### src/rtl/rs_dec_syndrome_gen.sv
// rs_dec_syndrome_gen
//   Reed-Solomon syndrome generator for the CD C1/C2 decode chain. Takes
//   NLEN-symbol frames from the EFM LUT decoder. It evaluates the received
//   polynomial at alpha^0..alpha^(NSYM-1) using Horner's rule, with constant
//   GF(2^8) multipliers. Each result is handed to the Euclid solver through
//   a one-deep valid/ready output register.
//
//   Optional feature: define RS_SYND_ERASURE_EN to add the i_erasure input
//   and the o_era_cnt output. The counter counts flagged symbols per frame.
//   A frame is reported error-free only when it has no syndromes and no
//   erasures.
//
//   Handshake: a result is transferred on any rising edge where o_valid and
//   i_ready are both high. o_valid then drops on the next cycle, unless a new
//   frame completes on that same edge. While o_valid is high and i_ready is
//   low, o_synd and o_err_free are held stable. If a new frame completes in
//   that state, it replaces the held result and o_ovf pulses.
module rs_dec_syndrome_gen #(
  parameter int         NSYM    = 4,
  parameter int         NLEN    = 32,
  parameter logic [8:0] GF_POLY = 9'h11D
) (
  input  logic                      i_clk,
  input  logic                      i_rst,
  input  logic                      i_frame_sync,
  input  logic [7:0]                i_data,
  input  logic                      i_data_sync,
`ifdef RS_SYND_ERASURE_EN
  input  logic                      i_erasure,
  output logic [$clog2(NLEN+1)-1:0] o_era_cnt,
`endif
  output logic [8*NSYM-1:0]         o_synd,
  output logic                      o_valid,
  input  logic                      i_ready,
  output logic                      o_err_free,
  output logic                      o_len_err,
  output logic                      o_ovf,
  output logic [1:0]                o_dbg_state
);

  localparam int CW = $clog2(NLEN);
  localparam logic [CW-1:0] CNT_LAST = CW'(NLEN - 1);

  typedef enum logic [1:0] {
    ST_IDLE = 2'd0,
    ST_ACC  = 2'd1
  } state_t;

  // Multiply by alpha (x) modulo the field polynomial.
  function automatic logic [7:0] gf_xtime(input logic [7:0] a);
    return {a[6:0], 1'b0} ^ (a[7] ? GF_POLY[7:0] : 8'h00);
  endfunction

  // alpha^e. Only ever called with elaboration-time constants.
  function automatic logic [7:0] gf_alpha_pow(input int e);
    logic [7:0] r;
    r = 8'h01;
    for (int i = 0; i < e; i++) r = gf_xtime(r);
    return r;
  endfunction

  // General shift-and-add product. Because b is always a constant root,
  // this reduces to a fixed XOR network.
  function automatic logic [7:0] gf_mul(input logic [7:0] a, input logic [7:0] b);
    logic [7:0] r;
    r = 8'h00;
    for (int i = 7; i >= 0; i--) r = gf_xtime(r) ^ (b[i] ? a : 8'h00);
    return r;
  endfunction

  state_t                     state_q, state_d;
  logic [CW-1:0]              cnt_q, cnt_d;
  logic [NSYM-1:0][7:0]       acc_q, acc_d;
  logic [NSYM-1:0][7:0]       step;
  logic [NSYM-1:0][7:0]       synd_q, synd_d;
  logic                       valid_q, valid_d;
  logic                       err_free_q, err_free_d;
  logic                       len_err_q, len_err_d;
  logic                       ovf_q, ovf_d;
  logic                       complete;
  logic                       final_clean;

  // One Horner step per syndrome: S_j * alpha^j + r.
  for (genvar j = 0; j < NSYM; j++) begin : g_horner
    localparam logic [7:0] ALPHA_J = gf_alpha_pow(j);
    assign step[j] = gf_mul(acc_q[j], ALPHA_J) ^ i_data;
  end

`ifdef RS_SYND_ERASURE_EN
  localparam int EW = $clog2(NLEN + 1);
  logic [EW-1:0] era_q, era_d;
  logic [EW-1:0] era_step;
  logic [EW-1:0] era_out_q, era_out_d;

  assign era_step    = era_q + (i_erasure ? EW'(1) : EW'(0));
  assign final_clean = (step == '0) && (era_step == '0);
  assign o_era_cnt   = era_out_q;
`else
  assign final_clean = (step == '0);
`endif

  // Frame FSM. It also produces the next accumulator, counter and error state.
  always_comb begin
    state_d   = state_q;
    cnt_d     = cnt_q;
    acc_d     = acc_q;
    len_err_d = 1'b0;
    complete  = 1'b0;
`ifdef RS_SYND_ERASURE_EN
    era_d     = era_q;
`endif
    case (state_q)
      ST_IDLE: begin
        if (i_frame_sync) begin
          state_d = ST_ACC;
          acc_d   = i_data_sync ? {NSYM{i_data}} : '0;
          cnt_d   = i_data_sync ? CW'(1) : '0;
`ifdef RS_SYND_ERASURE_EN
          era_d   = (i_data_sync && i_erasure) ? EW'(1) : '0;
`endif
        end
      end
      ST_ACC: begin
        if (i_data_sync && (cnt_q == CNT_LAST)) begin
          // The final strobe belongs to the closing frame. A coincident
          // frame sync opens an empty frame and is not a length error.
          complete = 1'b1;
          acc_d    = '0;
          cnt_d    = '0;
          state_d  = i_frame_sync ? ST_ACC : ST_IDLE;
`ifdef RS_SYND_ERASURE_EN
          era_d    = '0;
`endif
        end else if (i_frame_sync) begin
          // Early sync: drop the partial frame and restart.
          len_err_d = (cnt_q != '0);
          state_d   = ST_ACC;
          acc_d     = i_data_sync ? {NSYM{i_data}} : '0;
          cnt_d     = i_data_sync ? CW'(1) : '0;
`ifdef RS_SYND_ERASURE_EN
          era_d     = (i_data_sync && i_erasure) ? EW'(1) : '0;
`endif
        end else if (i_data_sync) begin
          acc_d = step;
          cnt_d = cnt_q + CW'(1);
`ifdef RS_SYND_ERASURE_EN
          era_d = era_step;
`endif
        end
      end
      default: begin
        state_d = ST_IDLE;
        acc_d   = '0;
        cnt_d   = '0;
      end
    endcase
  end

  // Output register: load on completion, otherwise release on accept.
  always_comb begin
    synd_d     = synd_q;
    valid_d    = valid_q;
    err_free_d = err_free_q;
    ovf_d      = 1'b0;
`ifdef RS_SYND_ERASURE_EN
    era_out_d  = era_out_q;
`endif
    if (complete) begin
      synd_d     = step;
      valid_d    = 1'b1;
      err_free_d = final_clean;
      ovf_d      = valid_q && !i_ready;
`ifdef RS_SYND_ERASURE_EN
      era_out_d  = era_step;
`endif
    end else if (valid_q && i_ready) begin
      valid_d = 1'b0;
    end
  end

  // State and datapath registers with synchronous reset.
  always_ff @(posedge i_clk) begin
    if (i_rst) begin
      state_q    <= ST_IDLE;
      cnt_q      <= '0;
      acc_q      <= '0;
      synd_q     <= '0;
      valid_q    <= 1'b0;
      err_free_q <= 1'b0;
      len_err_q  <= 1'b0;
      ovf_q      <= 1'b0;
`ifdef RS_SYND_ERASURE_EN
      era_q      <= '0;
      era_out_q  <= '0;
`endif
    end else begin
      state_q    <= state_d;
      cnt_q      <= cnt_d;
      acc_q      <= acc_d;
      synd_q     <= synd_d;
      valid_q    <= valid_d;
      err_free_q <= err_free_d;
      len_err_q  <= len_err_d;
      ovf_q      <= ovf_d;
`ifdef RS_SYND_ERASURE_EN
      era_q      <= era_d;
      era_out_q  <= era_out_d;
`endif
    end
  end

  assign o_synd      = synd_q;
  assign o_valid     = valid_q;
  assign o_err_free  = err_free_q;
  assign o_len_err   = len_err_q;
  assign o_ovf       = ovf_q;
  assign o_dbg_state = state_q;

endmodule

### config.mk
export PLATFORM = sky130hd
export DESIGN_NAME = rs_dec_syndrome_gen
export DESIGN_NICKNAME = d
export VERILOG_FILES = /design/src/rtl/rs_dec_syndrome_gen.sv
export SDC_FILE = /design/constraint.sdc
export NUM_CORES = 1
export LEC_CHECK = 0
export BUFFER_PORTS_ARGS = -buffer_cell sky130_fd_sc_hd__clkbuf_2
export CAP_MARGIN = 20
export CORE_MARGIN = 3
export CORE_UTILIZATION = 55
export DETAILED_ROUTE_END_ITERATION = 10
export PLACE_DENSITY = 0.81
export SETUP_SLACK_MARGIN = 0.1
export SLEW_MARGIN = 20
export SYNTH_ARGS = -nofsm -noshare
export SYNTH_HDL_FRONTEND = slang
export SYNTH_SLANG_ARGS = --single-unit
### constraint.sdc
create_clock -name i_clk -period 2.3 [get_ports i_clk]
set_clock_uncertainty 0.1 [all_clocks]
set_input_delay 0 -clock i_clk [delete_from_list [all_inputs] [get_ports i_clk]]
set_output_delay 0 -clock i_clk [all_outputs]
set_load 0.01 [all_outputs]
==> flow_metrics.py, run 1 <==
metrics = {
    "status": {
        "run_status": "finished clean",
    },
    "detailed_routing": {
        "via_count": 3663,
        "detail_route.iter0.violations": 317,
        "detail_route.first_pass.iterations": 5,
        "post_drt_via_cell_ratio": 5.95,
        "routed_wl_um": 10300,
        "final_antenna_net_count": 0,
        "drt-wirelength-per-cell_um": 16.7,
        "drt_drc_violations_left": 0,
    },
    "sta": {
        "hold_viol": 0,
        "max_freq_mhz": 482,
        "min_period_over_period_pct": 90.3,
        "fin_tns_setup_ns": 0,
        "post-route-min-period_ns": 2.08,
        "setup_viol": 0,
        "timing_max_transition_violations_final": 0,
        "timing.slew.headroom_pct": 49.7,
        "worst-slew-pin-transition_ns": 0.754,
        "grt_setup_unrepaired": "no",
        "final.setup.worst_slack_ns": 0.224,
    },
    "critical_path": {
        "path_class": "reg -> reg",
        "crit_path_start": "cnt_q[0]",
        "slowest_delay_ns": 0.37,
        "cp_slowest_cell": "dfxtp_2",
        "worst-endpoint-arrival_ns": 2.26,
        "cp-start-kind": "flip-flop",
        "worstPathCellList": "ha_1, and3_1, ha_1, nand4b_1, a211o_1, nor4_4, o2111ai_1, o31ai_2",
        "timing.critical_path.to_type": "flip-flop",
        "critical_path.reg2reg.startpoint": "cnt_q[0]",
        "critPathMaxFanout": 5,
        "timing.rr.end": "o_err_free",
        "timing.critical_path.mode_cell": "ha_1",
        "ff2ff_path_depth": 8,
        "worstPathRequired_ns": 2.49,
        "termination_of_the_worst_setup_path": "o_err_free",
        "cp_depth": 8,
        "timing.reg2reg.setup_slack_ns": 0.22,
        "path_buf_inv": 0,
        "crit_family": "compound AO/OA/AOI/OAI gates",
    },
    "finish": {
        "drive_above_1_share_pct": 19.8,
        "num_antenna_cells": 0,
        "final_cell_area_um2": 4460,
        "finalNonFillerCells": 616,
        "layout.core_utilization_pct": 65.3,
        "area.growth.synth_to_final_pct": 14.4,
        "layout_commonest_cell": "dfxtp_1",
        "design.final.nets": 531,
        "final_cell_mix": "dfxtp_1 (73), nor2_1 (68), clkbuf_2 (50), xnor2_1 (35), nand2_1 (33)",
        "n_fill_cell": 597,
    },
    "floorplanning": {
        "die-height_um": 90.2,
        "fp.coreArea_um2": 6830,
        "die_area_um2": 8140,
        "floorplan.rows": 30,
        "start_util_pct": 57.1,
        "boundaryPins": 51,
        "die_w_um": 90.2,
    },
    "synthesis": {
        "mean_instance_size_in_the_synthesized_netlist_um2": 8.18,
        "largest_cells_by_area_after_synthesis": "dfxtp_1 (38%), xnor2_1 (7.9%), nor2_1 (6.6%), a211oi_1 (4.2%), a21oi_1 (3.8%)",
        "synth_seq_cells": 75,
        "synth_area_um2": 3900,
        "yosysTopAreaCell": "dfxtp_1",
        "syn-instance-count": 477,
        "yosysSeqAreaShare_pct": 38.5,
        "netlist.area_leader.share_pct": 38.5,
        "synth_warnings": 0,
        "syn-num-nets": 493,
        "synth_cell_type_count": 51,
    },
    "placement": {
        "detailed_place_hpwl_um": 7070,
        "dp_slack_ns": 0.118,
        "place.gp.congestion": 0.903,
        "dpl.cell_count": 598,
        "buffer_ports.inserted": 50,
        "post_dp_cell_area_um2": 4250,
    },
    "grt": {
        "grt_pass1_vias": 3376,
        "antenna_found_initial": 0,
        "grtUsageMet2_pct": 41.6,
        "grt_remaining_overflow": 0,
        "global_route.peak_usage_layer": "met2",
        "grtUsageTotal_pct": 25.7,
        "pin_count_of_the_biggest_net_entering_global_routing": 75,
        "grt_pass1_wl_um": 16900,
        "met1_usage_pct": 32.7,
        "grt.met3_usage_pct": 5.10,
    },
    "cts": {
        "cts_root_buffer": "clkbuf_8",
        "max-clock-path-buffers": 2,
        "clkTransAtPathRegs_ns": 0.08,
        "cts_made_buffers": 9,
        "clock_latency_ns": 0.37,
        "tritoncts_clock_tree": "built",
        "postCtsSetupBuffers": 0,
        "cts-htree-levels": 3,
        "cts.sinks": 75,
    },
    "pwr": {
        "pwr_density_cell_nw_per_um2": 569,
        "max-vdd-ir-drop_uv": 274,
        "p_leak_nw": 1.63,
    },
    "hold_path": {
        "hold_removal_path_class": "in -> reg",
    },
    "run": {
        "max_cap_violations": 0,
    },
}
-- cell families (layout without fill, tap and decap cells) --
family | after synthesis | count (layout) | share of synthesized area, %
AND/OR/NAND/NOR | 167 | 167 | 20.8
multiplexers | 1 | 1 | 0.257
adder cells (fa/ha/maj) | 3 | 3 | 0.962
buffers and inverters | 49 | 92 | 5.55
flip-flops | 75 | 75 | 38.5
XOR/XNOR | 49 | 49 | 11.5
other | 1 | 1 | 0.0961
AO/OA/AOI/OAI | 132 | 132 | 22.3
-- routing by layer --
metal / wire length [um] / part of all wire, %
met1: 4340 / 42
met2: 4910 / 48
met3: 720 / 7.0
met4: 323 / 3.1
met5: 0 / 0
-- how the worst min path moves through the flow --
stage,startpoint,to,slack [ns],cells past startpoint
final,i_data[2],o_synd[10],0.01,4
after global routing,i_data[1],o_synd[17],0.06,4
after CTS,i_data[2],o_synd[10],0.01,4
after detailed placement,i_ready,o_ovf,0.18,3
after global placement,i_ready,o_ovf,0.18,3
after floorplan,i_ready,o_ovf,0.09,2
-- sequential cells by signal, summed over array words and instances, names as in the netlist --
| name | flops |
|---|---|
| o_err_free | 1 |
| o_dbg_state | 2 |
| o_valid | 1 |
| cnt_q | 5 |
| acc_q | 32 |
| o_synd | 32 |
| o_ovf | 1 |
| o_len_err | 1 |
-- timing repair --
item                                    in CTS  in global routing
gates resized for setup                      1                  7
hold buffers                                 2                  0
endpoints found under the setup margin       4                 27
hold endpoints to repair                     5                  0
-- worst reg2reg max path, stage by stage, from the launching register on --
cell and delay (ns):
dfxtp_2 0.37, ha_1 0.20, and3_1 0.17, ha_1 0.18
nand4b_1 0.15, a211o_1 0.30, nor4_4 0.18, o2111ai_1 0.17
o31ai_2 0.20
-- cell usage after synthesis (all sizes together) --
master and instances:
nor4b 2, and4 2, nor2 69, conb 1, nor4 4, buf 24
a211oi 22, or2 1, and2 5, nand3b 3, or3 1, dfxtp 75
nand2 33, xor2 12, o21ai 32, inv 3, nor2b 2, a32oi 6
ha 3, o2bb2ai 3, a41o 1, xnor3 1, o31ai 2, xnor2 36
mux2i 1, nand4b 1, nor3 9, nand3 14, o22ai 2, o2111ai 1
and3b 1, a211o 1, nand4 2, a22o 6, a22oi 12, o21a 4
a21oi 30, a41oi 1, a21boi 9, and3 5, nand2b 3, nor3b 10
clkbuf 22
-- where the power goes --
group	switching, mW	internal (mW)
clock network	0.515	0.387
registers	0.0173	1.31
logic	0.194	0.117
total	0.726	1.81
-- area by class of cell --
class	instances	area, um2	area share [%]
multi-input combinational	353	2220	49.7
sequential	75	1500	33.7
timing repair buffer	73	440	9.87
clock buffer	9	124	2.77
tap	96	120	2.69
clock inverter	7	43.8	0.981
inverter	3	11.3	0.252
-- stage by stage --
stage,total power [mW],hold slack (ns)
floorplan,1.57,0.0861
global placement,1.65,0.175
detailed placement,1.65,0.177
CTS,2.53,0.0105
global route,2.63,0.0582
finish,2.54,0.00985
Power figures use the tool's default switching activity.
==> inputs of run 2 (changes only) <==
PLACE_DENSITY = 0.77   (was 0.81)
==> flow_metrics.py, run 2 (same netlist as run 1, synthesis figures left out) <==
metrics = {
    "status": {
        "run_status": "finished clean",
    },
    "placement": {
        "place.gp.congestion": 0.873,
        "detailed_place_hpwl_um": 6870,
        "buffer_ports.inserted": 50,
        "dpl.cell_count": 594,
        "dp_slack_ns": 0.0934,
        "post_dp_cell_area_um2": 4220,
    },
    "cts": {
        "max-clock-path-buffers": 2,
        "tritoncts_clock_tree": "built",
        "clock_latency_ns": 0.37,
        "postCtsSetupBuffers": 0,
        "cts-htree-levels": 3,
        "cts.sinks": 75,
        "cts_made_buffers": 9,
        "clkTransAtPathRegs_ns": 0.09,
        "cts_root_buffer": "clkbuf_8",
    },
    "detailed_routing": {
        "drt_drc_violations_left": 0,
        "met2_wirelength_um": 4610,
        "met3RoutedLength_um": 724,
        "drt-wirelength-per-cell_um": 16.5,
        "final_antenna_net_count": 0,
        "detail_route.iter0.violations": 303,
        "routed_wl_um": 10100,
        "routed.top_layer": "met4",
        "via_count": 3602,
        "post_drt_via_cell_ratio": 5.89,
        "detail_route.wirelength.met1_um": 4450,
        "detail_route.first_pass.iterations": 4,
    },
    "floorplanning": {
        "die_area_um2": 8140,
        "start_util_pct": 57.1,
        "boundaryPins": 51,
        "fp.coreArea_um2": 6830,
        "floorplan.rows": 30,
        "die_w_um": 90.2,
        "die-height_um": 90.2,
    },
    "sta": {
        "min_period_over_period_pct": 93.6,
        "final.setup.worst_slack_ns": 0.148,
        "fin_tns_setup_ns": 0,
        "hold_viol": 0,
        "final.hold.worst_slack_ns": 0.0110,
        "timing.slew.headroom_pct": 49.2,
        "max_freq_mhz": 465,
        "timing_max_transition_violations_final": 0,
        "worst-slew-pin-transition_ns": 0.761,
        "setup_viol": 0,
        "post-route-min-period_ns": 2.15,
        "grt_setup_unrepaired": "yes",
    },
    "finish": {
        "final_cell_mix": "dfxtp_1 (74), nor2_1 (68), clkbuf_2 (50), xnor2_1 (35), nand2_1 (33)",
        "finalNonFillerCells": 612,
        "final_cell_area_um2": 4450,
        "area.growth.synth_to_final_pct": 14.0,
        "layout.core_utilization_pct": 65.1,
        "drive_above_1_share_pct": 18.6,
        "n_fill_cell": 607,
        "num_antenna_cells": 0,
        "layout_commonest_cell": "dfxtp_1",
        "multiInputGateArea_um2": 2200,
        "final-seq-area_um2": 1500,
        "design.final.nets": 527,
    },
    "critical_path": {
        "path_buf_inv": 1,
        "worstPathRequired_ns": 2.43,
        "timing.critical_path.to_type": "flip-flop",
        "slowest_delay_ns": 0.38,
        "critPathMaxFanout": 10,
        "worstPathCellList": "ha_1, and3_1, ha_1, inv_1, a41o_2, a22o_1, a22oi_1, nor2_1",
        "crit_family": "compound AO/OA/AOI/OAI gates",
        "worst-endpoint-arrival_ns": 2.28,
        "timing.critical_path.mode_cell": "ha_1",
        "cp_slowest_cell": "dfxtp_1",
        "cp-start-kind": "flip-flop",
        "path_class": "reg -> reg",
    },
    "run": {
        "max_cap_violations": 0,
    },
    "grt": {
        "grt_pass1_vias": 3300,
        "grt_remaining_overflow": 0,
        "antenna_found_initial": 0,
        "pin_count_of_the_biggest_net_entering_global_routing": 75,
        "grtUsageTotal_pct": 25.2,
        "grt_pass1_wl_um": 16600,
    },
    "hold_path": {
        "hold_removal_path_class": "in -> reg",
    },
    "pwr": {
        "pwr_density_cell_nw_per_um2": 602,
        "p_total_mw": 2.68,
        "max-vdd-ir-drop_uv": 273,
        "p_leak_nw": 1.62,
    },
}
## run 2: changes by cell type in the layout (fill, tap and decap cells not counted), sizes merged
cell / delta
clkinv: -3
buf: -4
clkinvlp: +1
inv: +1
bufinv: +1
## run 2: path summary, 6_finish.rpt
path,slack (ns),depth (start not counted),to,startpoint
max,0.15,8,acc_q[21],cnt_q[1]
min,0.01,4,o_synd[26],i_data[2]
max reg2reg,0.15,8,acc_q[21],cnt_q[1]
min reg2reg,0.36,2,o_synd[28],o_synd[28]
## run 2: where the power goes
part,switching [mW],total [mW],internal (mW)
combinational,0.187,0.298,0.111
sequential,0.0198,1.33,1.31
clock,0.542,1.05,0.506
total,0.749,2.68,1.93
## run 2: final cells by class
cell class | instances | area share (%)
clock inverters | 7 | 1.69
clock buffers | 9 | 2.78
well taps | 96 | 2.70
inverters | 3 | 0.253
repair buffers | 69 | 9.23
multi-input cells | 353 | 49.6
flip-flops and latches | 75 | 33.8
## run 2: timing repair
item	4_1_cts	5_1_grt
gates resized for setup	1	3
cloned	0	0
endpoints found under the hold margin	5	0
endpoints found under the setup margin	2	38
pin swaps	0	0
hold buffers	2	0
## run 2: tightest hold or removal path, stage by stage
cell	delay, ns
clkbuf_2	0.20
xor2_1	0.11
nand2_1	0.07
a21oi_1	0.05
## run 2: layer usage
metal / track usage (%) / vias to the layer above
met4: 13.8 / 0
met3: 4.85 / 24
met1: 33.3 / 1679
li1: - / 1738
met2: 38.8 / 161
met5: 0 / -
==> inputs of run 3 (changes only) <==
ABC_AREA = 1   (was default)
==> flow_metrics.py, run 3 <==
metrics = {
    "synthesis": {
        "synth-async-reset-ratio_pct": 0,
        "synth_seq_cells": 75,
        "syn-num-nets": 631,
        "synth_area_um2": 3880,
        "yosysSeqAreaShare_pct": 38.7,
        "synth_cell_type_count": 29,
        "syn-instance-count": 615,
        "dominantRegCellSynth": "dfxtp_1",
        "synth_warnings": 0,
        "synthMostInstantiatedCell": "nand2_1",
        "synth_edf_count": 0,
        "mean_instance_size_in_the_synthesized_netlist_um2": 6.31,
        "netlist.area_leader.share_pct": 38.7,
        "largest_cells_by_area_after_synthesis": "dfxtp_1 (39%), nand2_1 (21%), a21oi_1 (6.8%), o21ai_0 (6.6%), inv_1 (6.5%)",
        "yosysTopAreaCell": "dfxtp_1",
        "synth.cells.most_frequent": "nand2_1 (221), dfxtp_1 (75), inv_1 (67), a21oi_1 (53), o21ai_0 (51)",
    },
    "grt": {
        "global_route.peak_usage_layer": "met2",
        "grtUsageMet2_pct": 41.9,
        "grt_pass1_wl_um": 17500,
        "grt_remaining_overflow": 0,
        "grt_pass1_vias": 3649,
        "grtUsageTotal_pct": 26.1,
        "grt.met3_usage_pct": 5.01,
        "met1_usage_pct": 35.0,
        "antenna_found_initial": 0,
        "pin_count_of_the_biggest_net_entering_global_routing": 45,
    },
    "detailed_routing": {
        "drt-wirelength-per-cell_um": 13.7,
        "drt_drc_violations_left": 0,
        "detail_route.iter0.violations": 236,
        "routed_wl_um": 10400,
        "via_count": 4046,
        "post_drt_via_cell_ratio": 5.34,
        "final_antenna_net_count": 0,
        "detail_route.first_pass.iterations": 5,
    },
    "critical_path": {
        "crit_path_start": "cnt_q[0]",
        "worstPathRequired_ns": 2.48,
        "critPathMaxFanout": 4,
        "cp-start-kind": "flip-flop",
        "path_class": "reg -> reg",
        "critical_path.reg2reg.startpoint": "cnt_q[0]",
        "timing.reg2reg.setup_slack_ns": 0.24,
        "timing.critical_path.to_type": "flip-flop",
        "worst-endpoint-arrival_ns": 2.24,
        "timing.rr.end": "o_err_free",
        "termination_of_the_worst_setup_path": "o_err_free",
        "ff2ff_path_depth": 12,
    },
    "finish": {
        "n_fill_cell": 616,
        "final_cell_mix": "nand2_1 (220), dfxtp_1 (75), inv_1 (67), a21oi_1 (53), o21ai_0 (51)",
        "drive_above_1_share_pct": 13.4,
        "layout_commonest_cell": "nand2_1",
        "area.growth.synth_to_final_pct": 17.3,
        "num_antenna_cells": 0,
        "finalNonFillerCells": 758,
        "design.final.nets": 677,
    },
    "pwr": {
        "p_total_mw": 3.04,
        "p_leak_nw": 2.22,
        "max-vdd-ir-drop_uv": 609,
        "pwr_density_cell_nw_per_um2": 666,
    },
    "cts": {
        "clock_latency_ns": 0.35,
        "cts_made_buffers": 9,
        "max-clock-path-buffers": 2,
        "clkTransAtPathRegs_ns": 0.08,
        "tritoncts_clock_tree": "built",
        "cts-htree-levels": 3,
        "cts_root_buffer": "clkbuf_8",
        "cts.sinks": 75,
    },
    "floorplanning": {
        "boundaryPins": 51,
        "fp.coreArea_um2": 6600,
        "die-height_um": 90.0,
        "die_area_um2": 8110,
        "start_util_pct": 58.8,
        "die_w_um": 90.0,
        "floorplan.rows": 29,
    },
    "placement": {
        "dpl.cell_count": 734,
        "detailed_place_hpwl_um": 7210,
        "buffer_ports.inserted": 50,
        "place.gp.congestion": 0.934,
    },
    "sta": {
        "grt_setup_unrepaired": "yes",
        "setup_viol": 0,
        "worst-slew-pin-transition_ns": 0.885,
        "fin_tns_setup_ns": 0,
        "max_freq_mhz": 485,
        "post-route-min-period_ns": 2.06,
        "timing_max_transition_violations_final": 0,
        "min_period_over_period_pct": 89.6,
        "hold_viol": 0,
        "timing.slew.headroom_pct": 41.0,
    },
    "hold_path": {
        "hold_removal_path_class": "in -> reg",
    },
    "status": {
        "run_status": "finished clean",
    },
    "run": {
        "max_cap_violations": 0,
    },
}
[run 3: where the power goes]
part           total [mW]  switching, mW  internal (mW)
clock network        1.35          0.494          0.852
registers            1.35         0.0259           1.32
logic               0.341          0.236          0.104
[run 3: layer usage]
layer / routed length, um / vias to the layer above
li1: - / 2006
met1: 4530 / 1833
met2: 4730 / 183
met3: 875 / 24
met4: 270 / 0
met5: 0 / -
[run 3: logic make-up after synthesis]
logic type | synth area share [%]
xor+xnor | 2.48
buf+inv | 10.7
compound gates | 16.3
simple gates | 30.8
other cells | 0.0966
flops | 38.7
fa+ha+maj | 0.967
[run 3: critical path, cell delays in order (launching register included)]
cell,delay (ns)
dfxtp_1,0.38
ha_1,0.18
inv_1,0.07
nor3_2,0.12
ha_1,0.16
nand2_1,0.09
inv_1,0.08
nand2_1,0.12
nor2_2,0.16
nand4_1,0.11
nor2_1,0.18
nand3_1,0.11
a21oi_1,0.13
[run 3: worst min path at each step]
stage / depth (start not counted) / start / slack, ns / endpoint
3_5_place_dp: 3 / i_ready / 0.17 / o_ovf
5_1_grt: 3 / i_data[7] / 0.06 / o_synd[15]
4_1_cts: 3 / i_frame_sync / 0.01 / o_len_err
3_3_place_gp: 3 / i_ready / 0.17 / o_ovf
2_1_floorplan: 2 / i_data[5] / 0.08 / o_synd[13]
6_report: 3 / i_data[7] / 0.02 / o_synd[23]
[run 3: area by class of cell]
class	instances	area [um2]	share of cell area, %
Clock inverter	5	125	2.75
Sequential cell	75	1500	32.9
Timing Repair Buffer	67	425	9.34
Inverter	72	273	5.99
Clock buffer	10	138	3.02
Multi-Input combinational cell	436	1980	43.4
Tap cell	93	116	2.55
[run 3: what timing repair did]
| action | CTS | global route |
|---|---|---|
| hold buffers | 7 | 0 |
| endpoints found under the setup margin | 0 | 21 |
| hold endpoints to repair | 10 | 0 |
| setup buffers | 0 | 1 |
| gates resized for setup | 0 | 5 |
[run 3: per-stage QoR]
stage	hold WS, ns	setup WS (ns)	area, um2	util, %
global route	0.0581	0.0796	4560	69.0
detailed placement	0.172	0.225	4180	63.3
floorplan	0.0802	0.503	3880	-
finish	0.0249	0.239	4560	69.0
CTS	0.0104	0.202	4510	68.3
global placement	0.174	0.298	4180	63.3
